$ cat src/rtl/rs_scheduler_pkg.sv
// Shared types for the reservation-station scheduler.
//   OP_W / TAG_W / VAL_W : operation-code, tag and operand widths
//   TAG_NONE             : tag value meaning "operand value present"
//   rs_entry_t           : one reservation-station slot
//   rs_wake()            : applies a CDB broadcast to one entry
package rs_scheduler_pkg;

  localparam int OP_W  = 10;
  localparam int TAG_W = 5;
  localparam int VAL_W = 32;

  localparam logic [TAG_W-1:0] TAG_NONE = '0;

  typedef struct packed {
    logic             valid;
    logic [OP_W-1:0]  op;
    logic [TAG_W-1:0] qj;
    logic [TAG_W-1:0] qk;
    logic [VAL_W-1:0] vj;
    logic [VAL_W-1:0] vk;
    logic [TAG_W-1:0] dest;
  } rs_entry_t;

  // Operands j and k are matched independently, so one broadcast can
  // satisfy both when an instruction uses the same producer twice.
  function automatic rs_entry_t rs_wake(input rs_entry_t        e,
                                        input logic             cdb_valid,
                                        input logic [TAG_W-1:0] cdb_tag,
                                        input logic [VAL_W-1:0] cdb_value);
    rs_entry_t r;
    r = e;
    if (cdb_valid && e.valid && (e.qj == cdb_tag)) begin
      r.vj = cdb_value;
      r.qj = TAG_NONE;
    end
    if (cdb_valid && e.valid && (e.qk == cdb_tag)) begin
      r.vk = cdb_value;
      r.qk = TAG_NONE;
    end
    return r;
  endfunction

endpackage

$ cat src/rtl/rs_scheduler_select.sv
// Lowest-index priority picker for the scheduler.
//   i_ready : one bit per entry, set when the entry can issue
//   o_grant : one-hot grant of the lowest set bit (zero if none)
//   o_idx   : binary index of the granted entry (zero if none)
//   o_any   : at least one bit of i_ready is set
module rs_select #(
  parameter int DEPTH = 4,
  parameter int IDXW  = $clog2(DEPTH)
) (
  input  logic [DEPTH-1:0] i_ready,
  output logic [DEPTH-1:0] o_grant,
  output logic [IDXW-1:0]  o_idx,
  output logic             o_any
);

  // Scan from the top down so the last hit written is the lowest index.
  always_comb begin
    o_grant = '0;
    o_idx   = '0;
    o_any   = 1'b0;
    for (int i = DEPTH - 1; i >= 0; i--) begin
      if (i_ready[i]) begin
        o_grant    = '0;
        o_grant[i] = 1'b1;
        o_idx      = IDXW'(i);
        o_any      = 1'b1;
      end
    end
  end

endmodule

$ cat src/rtl/rs_scheduler.sv
// Reservation-station scheduler for one functional unit.
// Collapsing age-ordered queue: slot 0 is always the oldest entry.
//   clk, reset (async, active-low), flush (sync clear)
//   disp_*  : dispatch handshake and decoded instruction from decode
//   cdb_*   : common data bus broadcast used to wake waiting operands
//   issue_* : oldest fully-ready entry offered to the functional unit
//   count   : number of occupied entries
// TAGW must equal the package TAG_W (entries are stored as rs_entry_t).
module rs_scheduler
  import rs_scheduler_pkg::*;
#(
  parameter int DEPTH = 4,
  parameter int TAGW  = TAG_W
) (
  input  logic                       clk,
  input  logic                       reset,
  input  logic                       flush,
  input  logic                       disp_valid,
  output logic                       disp_ready,
  input  logic [OP_W-1:0]            disp_op,
  input  logic [TAGW-1:0]            disp_qj,
  input  logic [TAGW-1:0]            disp_qk,
  input  logic [VAL_W-1:0]           disp_vj,
  input  logic [VAL_W-1:0]           disp_vk,
  input  logic [TAGW-1:0]            disp_dest,
  input  logic                       cdb_valid,
  input  logic [TAGW-1:0]            cdb_tag,
  input  logic [VAL_W-1:0]           cdb_value,
  output logic                       issue_valid,
  input  logic                       issue_ready,
  output logic [OP_W-1:0]            issue_op,
  output logic [VAL_W-1:0]           issue_vj,
  output logic [VAL_W-1:0]           issue_vk,
  output logic [TAGW-1:0]            issue_dest,
  output logic [$clog2(DEPTH+1)-1:0] count
);

  localparam int IDXW = $clog2(DEPTH);
  localparam int CNTW = $clog2(DEPTH + 1);

  rs_entry_t        r_ent [DEPTH];
  logic [CNTW-1:0]  r_count;

  rs_entry_t        w_pad [DEPTH+1];
  rs_entry_t        w_nxt [DEPTH];
  rs_entry_t        w_new;
  rs_entry_t        w_sel;
  logic [DEPTH-1:0] w_rdy;
  logic [DEPTH-1:0] w_grant;
  logic [DEPTH-1:0] w_shift;
  logic [IDXW-1:0]  w_idx;
  logic             w_any;
  logic             w_issue;
  logic             w_disp;
  logic [CNTW-1:0]  w_wr_idx;
  logic [CNTW-1:0]  w_count_nxt;

  always_comb begin
    for (int i = 0; i < DEPTH; i++) begin
      w_rdy[i] = r_ent[i].valid && (r_ent[i].qj == TAG_NONE) && (r_ent[i].qk == TAG_NONE);
    end
  end

  rs_select #(.DEPTH(DEPTH), .IDXW(IDXW)) u_select (
    .i_ready (w_rdy),
    .o_grant (w_grant),
    .o_idx   (w_idx),
    .o_any   (w_any)
  );

  // disp_ready depends on occupancy only, so a slot freed by an issue is
  // offered to decode one cycle later and issue_ready never reaches it.
  assign disp_ready  = (r_count < CNTW'(DEPTH));
  assign w_disp      = disp_valid && disp_ready;
  assign w_issue     = w_any && issue_ready;
  assign w_wr_idx    = w_issue ? (r_count - 1'b1) : r_count;
  assign w_count_nxt = r_count + CNTW'(w_disp) - CNTW'(w_issue);

  assign w_sel       = r_ent[w_idx];
  assign issue_valid = w_any;
  assign issue_op    = w_any ? w_sel.op   : '0;
  assign issue_vj    = w_any ? w_sel.vj   : '0;
  assign issue_vk    = w_any ? w_sel.vk   : '0;
  assign issue_dest  = w_any ? w_sel.dest : '0;
  assign count       = r_count;

  // Slots at and above the granted one take their upper neighbour when an
  // issue fires; the extra empty pad slot feeds the topmost entry.
  always_comb begin
    w_shift[0] = w_grant[0];
    for (int i = 1; i < DEPTH; i++) begin
      w_shift[i] = w_shift[i-1] | w_grant[i];
    end
  end

  always_comb begin
    for (int i = 0; i < DEPTH; i++) begin
      w_pad[i] = r_ent[i];
    end
    w_pad[DEPTH] = '0;
  end

  always_comb begin
    w_new       = '0;
    w_new.valid = 1'b1;
    w_new.op    = disp_op;
    w_new.qj    = disp_qj;
    w_new.qk    = disp_qk;
    w_new.vj    = disp_vj;
    w_new.vk    = disp_vk;
    w_new.dest  = disp_dest;
    // Same-cycle bypass: a dispatching operand can catch the broadcast.
    w_new       = rs_wake(w_new, cdb_valid, cdb_tag, cdb_value);
    for (int i = 0; i < DEPTH; i++) begin
      w_nxt[i] = (w_issue && w_shift[i]) ? w_pad[i+1] : w_pad[i];
      w_nxt[i] = rs_wake(w_nxt[i], cdb_valid, cdb_tag, cdb_value);
      if (w_disp && (w_wr_idx == CNTW'(i))) begin
        w_nxt[i] = w_new;
      end
    end
  end

  always_ff @(posedge clk or negedge reset) begin
    if (!reset) begin
      for (int i = 0; i < DEPTH; i++) begin
        r_ent[i] <= '0;
      end
      r_count <= '0;
    end else if (flush) begin
      // Flush wins over any same-cycle dispatch or issue.
      for (int i = 0; i < DEPTH; i++) begin
        r_ent[i].valid <= 1'b0;
      end
      r_count <= '0;
    end else begin
      for (int i = 0; i < DEPTH; i++) begin
        r_ent[i] <= w_nxt[i];
      end
      r_count <= w_count_nxt;
    end
  end

endmodule

$ cat config.mk
export PLATFORM = sky130hd
export DESIGN_NAME = rs_scheduler
export DESIGN_NICKNAME = d
export VERILOG_FILES = /design/src/rtl/rs_scheduler_pkg.sv /design/src/rtl/rs_scheduler_select.sv /design/src/rtl/rs_scheduler.sv
export SDC_FILE = /design/constraint.sdc
export NUM_CORES = 1
export LEC_CHECK = 0
export CORE_ASPECT_RATIO = 0.9
export CORE_MARGIN = 8
export CORE_UTILIZATION = 30
export CTS_CLUSTER_DIAMETER = 30
export DETAILED_ROUTE_END_ITERATION = 16
export GPL_TIMING_DRIVEN = 0
export SLEW_MARGIN = 20
export SYNTH_ARGS = -nofsm -noshare
export SYNTH_HDL_FRONTEND = slang
export SYNTH_SLANG_ARGS = --single-unit
$ cat constraint.sdc
create_clock -name clk -period 3.9 [get_ports clk]
set_clock_uncertainty 0.2 [all_clocks]
set_input_delay 0.78 -clock clk [delete_from_list [all_inputs] [get_ports clk]]
set_output_delay 0.78 -clock clk [all_outputs]
set_load 0.03 [all_outputs]
* After elaboration in Yosys (flattened, before gate mapping) *
Cells that the tools add are included.

cells by class
  add/subtract/negate cells = 3
  order comparisons = 2
  equal/unequal tests = 13
  muxes and demuxes = 53
  bitwise operators = 5
  reduce and logical (&&, ||, !) cells = 65

operator list
  kind                                                       number
  two-way mux 90 bit                                         8
  two-way mux 32 bit                                         12
  binary-select mux 90 bit (select 2 bit)                    1
  two-way mux 89 bit                                         2
  two-way mux 5 bit                                          11
  equality test 5 bit                                        10
  logical NOT 5 bit                                          8
  logical AND 1 bit                                          32
  AND reduction 2 bit                                        12
  nonzero test 3 bit                                         8
  two-way mux 4 bit                                          4
  two-way mux 10 bit                                         1
  two-way mux 1 bit                                          8
  two-way mux 2 bit                                          4
  nonzero test 2 bit                                         4
  equality test 3 x 2 -> 1 bit (second input constant)       2
  two-way mux 3 bit                                          2
  adder 3 x 1 -> 3 bit                                       1
  equality test 3 x 1 -> 1 bit (second input constant)       1
  greater-or-equal comparator 3 bit (second input constant)  1
  logical NOT 3 bit                                          1
  less-than comparator 3 bit (second input constant)         1
  inverter 2 -> 3 bit                                        1
  OR 1 bit                                                   3
  other kinds (3)                                            3

word-level totals
  flip-flop bits (word level) = 363
  input port bits = 132
  output and inout bits = 84
  logic and storage cells = 170

* Longest topological paths before layout *
  depth in word-level cells = 17
  depth in mapped cells = 13
  depth with buffers taken out = 10

* By module *
From an unflattened synthesis, not the netlist that was laid out.

second synthesis, totals
  cells, all modules = 2652
  area, all modules = 23856.6 µm²

by module, submodules not included
  module        instances  cells each  area an instance (µm²)  sequential area each (µm²)
  rs_scheduler  1          2641        23795.3                 9083.7
  rs_select     1          11          61.3                    0.0

* Least setup slack after synthesis *
No wires, ideal clock.

  path kind = register to output
  start = reg r_ent[167] in the netlist's numbering
  end = out issue_vk[25]
  data arrival time = 2.935 ns
  data required time = 2.920 ns
  slack = -0.015 ns
  stages on the path, launching flop included = 8
  buffers on the path = 2
  path through = dfrtp_1 > nor4b_1 > nand3_1 > a21oi_1 > buf_2 > buf_2 > mux4_2 > and2_1

between the ends
  cells in the longest elaborated chain, start to end = 11
  elaborated cells on any way between the ends = 14
  classes of those cells = mux: 10; bitwise: 1; reduce/logical: 3

ends and longest elaborated chain
  element                                                line                       source
  start: declaration                                     rs_scheduler.sv:41         rs_entry_t r_ent [DEPTH];
  start signal: indexed assignment                       rs_scheduler.sv:137        r_ent[i] <= w_nxt[i];
  logical NOT 5 bit (*)                                  rs_scheduler.sv:60         w_rdy[i] = r_ent[i].valid && (r_ent[i].qj == TAG_NONE) && (r_ent[i].qk == TAG_NONE);
  logical AND 1 bit (*) (2 in a row)                     rs_scheduler.sv:60
  two-way mux 2 bit (3 in a row)                         rs_scheduler_select.sv:22  if (i_ready[i]) begin
  inverter 2 -> 3 bit (implied by the code)              rs_scheduler.sv:79         assign w_sel = r_ent[w_idx];
  binary-select mux 90 bit (select 2 bit)                rs_scheduler.sv:79
  two-way mux 89 bit (implied by the code) (2 in a row)  rs_scheduler.sv:79
  two-way mux 32 bit (*)                                 rs_scheduler.sv:83         assign issue_vk = w_any ? w_sel.vk : '0;
  end: declaration                                       rs_scheduler.sv:33         output logic [VAL_W-1:0] issue_vk,

Every way passes the cells marked *; elsewhere a longest branch is shown, timed or not. The select of a mux whose other input is x is not followed.

* Worst setup path after layout *
  start = reg r_ent[166] in the netlist's numbering
  end = out issue_vj[9]

between the ends
  cells in the longest elaborated chain, start to end = 11
  elaborated cells on any way between the ends = 14
  classes of those cells = mux: 10; bitwise: 1; reduce/logical: 3

ends and longest elaborated chain
  element                                                line                       source
  logical NOT 5 bit (*)                                  rs_scheduler.sv:60
  logical AND 1 bit (*) (2 in a row)                     rs_scheduler.sv:60
  two-way mux 2 bit (3 in a row)                         rs_scheduler_select.sv:22
  inverter 2 -> 3 bit (implied by the code)              rs_scheduler.sv:79
  binary-select mux 90 bit (select 2 bit)                rs_scheduler.sv:79
  two-way mux 89 bit (implied by the code) (2 in a row)  rs_scheduler.sv:79
  two-way mux 32 bit (*)                                 rs_scheduler.sv:82         assign issue_vj = w_any ? w_sel.vj : '0;
  end: declaration                                       rs_scheduler.sv:32         output logic [VAL_W-1:0] issue_vj,

Marked as above.

==> reports/qor.txt <==
status: complete, but fails checks
failing checks: negative setup slack
Netlist Area Pre-Place: 0.0234 sq mm
Mean Syn Cell Area: 9.08 sq um
H-Tree Depth: 3
Max FO, Critical Path: 5
total routed wirelength: 109,000 microns
vias per cell: 5.93
P_int: 13.8 mW
Pwr Total: 20.8 mW
routability congestion estimate: 0.980
fin area: 0.0323 sq mm
total grt overflow: 0
HPWL after detailed placement: 78,100 microns
Async S/R FF share, synth: 100%
clk_lat worst skew: 0.66 ns
CP required: 2.92 ns
CTS tree: yes
Ports: 216
critical path class: reg -> out
clock buffer count from CTS: 102
Register Area: 0.00910 sq mm
P&R area growth vs syn: 38.0%
GRT Util Overall: 24.1%
CP Capture Type: output port
hold crit path type: reg -> reg
combinational power share: 24.6%
Final Max Slew Viols: 0
RSZ-0062 raised after global routing: yes
fin crit period: 4.23 ns
Placed Area: 0.0269 sq mm
Die Y: 281 microns
Netlist cell types: 78
WP data arrival: 3.25 ns
port buffer count: 210
share of layout cells above drive strength 1: 25.5%
final setup vio count: 79
Nets: 3,082
Switch Pwr: 7.01 mW
Cell Chain, Critical Path: nor4_4 -> nand3_2 -> a21oi_4 -> buf_12 -> buf_12 -> buf_12 -> buf_12 -> mux4_2 -> and2_4 -> buf_6
CTS Root Cell: clkbuf_16
CTS clk-pin slew, worst paths: 0.04 ns
Setup WS post-layout: -0.328 ns
Num Clock Sinks: 363
sequential share of power: 32.5%
area leader, netlist: dfrtp_1
fillers: 7,512
via count: 24,141
post-synth top area share: 38.8%
Cells after Synth: 2,576
cell area power density: 643 mW/mm^2
synthesized flop and latch total: 363
number of global-route vias before repair: 23,916
Die ar.: 0.0872 sq mm
cell mode on critical path: buf_12
clock buffer depth: 3
Worst slew margin: 38.2%
critical path's largest stage delay: 0.52 ns
Tcrit/Tclk final: 108%
CP startpoint kind: flop
ys flop type: dfrtp_1
remaining antenna violation count: 0
Area contributors post-synth: dfrtp_1 (39%), mux4_2 (7.6%), a21oi_1 (5.3%)
die width: 310 microns
largest net degree at the start of global routing: 83
Leakage: 13.2 nW
first-pass GRT wire length: 159,000 microns
DRC: 0
First DRT Iteration DRCs: 3,069
number of max-cap violations: 0
final core occ: 41.7%
Yosys warning count: 0
multi-input logic area: 0.0136 sq mm
VDD IR max: 0.000355 V
sequential element share of the synthesized area: 38.8%
achievable frequency: 237 MHz
Post-synth EDFFs: 0
WL/cell: 26.9 microns
site row count: 97
Clock Power Share: 42.8%
drt pass-1 iters: 6
initial core utilization: 30.2%
core area: 0.0776 sq mm
sw frac: 33.7%
initial antenna violation count: 4
Synth Net Count: 2,711
endpoints failing hold: 0
Crit-path slowest cell: mux4_2
measured slew at the worst slew-check pin: 0.922 ns
==> placed cells by master, fill, tap and decap left out, types with 37 or more instances in the layout <==
cell / instances
dfrtp_1: 351
nor2_1: 263
nand2_1: 248
a21oi_1: 244
clkdlybuf4s50_1: 129
clkbuf_1: 115
clkbuf_16: 109
o21ai_0: 95
buf_6: 91
a22o_1: 81
a22oi_1: 80
mux4_2: 79
and2_4: 78
nand3_1: 76
o31ai_1: 69
o211ai_1: 66
mux2_2: 63
clkbuf_2: 61
inv_1: 56
buf_2: 41
buf_4: 41
and3_1: 39
and2_1: 37
==> critical path, delay by kind of cell, from the launching register on <==
kind            cells  cell delay, ns
compound gates      1            0.20
buf+inv             5            0.70
flops               1            0.46
mux                 1            0.52
simple gates        3            0.70
==> synth_stat cells (25+ instances only) <==
master    number
a211oi_1      35
a21oi_1      246
a221oi_1      33
a22o_1        82
a22oi_1       80
a311oi_1      31
and2_1       115
and3_1        41
buf_2         43
clkbuf_1     175
dfrtp_1      363
inv_1         56
mux2_2        63
mux2i_1       38
mux4_2        79
nand2_1      250
nand2b_1      25
nand3_1       80
nor2_1       265
o211ai_1      66
o21ai_0       96
o31ai_1       71
o31ai_2       26
==> path summary, 6_finish.rpt <==
check | cells after the start | slack [ns] | start | to
worst max-delay path | 10 | -0.33 | r_ent[166] | issue_vj[9]
worst min-delay path | 2 | 0.27 | r_ent[291] | r_ent[291]
worst max register to register | 13 | 0.02 | r_ent[345] | r_ent[144]
worst min register to register | 2 | 0.27 | r_ent[291] | r_ent[291]
max in group asynchronous | 6 | 1.09 | reset | r_ent[323]
min in group asynchronous | 2 | 0.51 | reset | r_ent[339]
==> registers in the layout, summed over array words and instances (netlist names) <==
name and flops:
count 3, r_ent 360
==> repair_timing <==
action / 4_1_cts / 5_1_grt
resized for setup: 795 / 129
endpoints found under the setup margin: 429 / 342
setup buffers: 30 / 18
hold buffers: 1 / 0
hold endpoints to repair: 65 / 0
pin swaps: 22 / 21
gates cloned: 4 / 5
==> logic make-up after synthesis <==
kind of cell,count (synthesis),synth area share (%)
fa+ha+maj,3,0.192
mux,180,12.3
flops,363,38.8
compound gates,857,25.3
xor+xnor,36,1.35
simple gates,833,16.7
buf+inv,304,5.39
==> power groups by stage <==
| stage | Sequential (mW) | Combinational (mW) | Clock, mW |
|---|---|---|---|
| floorplan | 6.12 | 3.39 | 0 |
| global placement | 6.58 | 4.71 | 0 |
| detailed placement | 6.57 | 4.82 | 0 |
| CTS | 6.65 | 4.96 | 8.90 |
| global route | 6.88 | 5.55 | 9.13 |
| finish | 6.76 | 5.11 | 8.90 |
==> final cells by class <==
type                    count  share of cell area (%)
diodes                      1                 0.00775
plain buffers             242                    4.20
clock buffers             136                    8.89
clock inverters            55                    2.48
inverters                  57                   0.662
multi-input cells        1909                    42.1
flip-flops and latches    363                    28.2
well taps                1039                    4.02
repair buffers            272                    9.46
==> through the flow <==
step | hold WS [ns] | cells | worst slack [ns] | setup TNS (ns)
global placement | 0.254 | 3825 | -15.35 | -5970.47
finish | 0.271 | 4074 | -0.328 | -18.83
CTS | 0.272 | 4051 | -0.281 | -13.71
detailed placement | 0.263 | 3830 | -1.74 | -409.85
global route | 0.287 | 4074 | -0.363 | -22.72
floorplan | 0.243 | 2576 | 0.0721 | 0
==> layer usage <==
layer	global-route usage, %	wire length, microns
met5	0	27
met4	11.6	5460
met3	6.49	12900
met2	35.3	47200
met1	32.6	43900
Power figures use the tool's default switching activity.
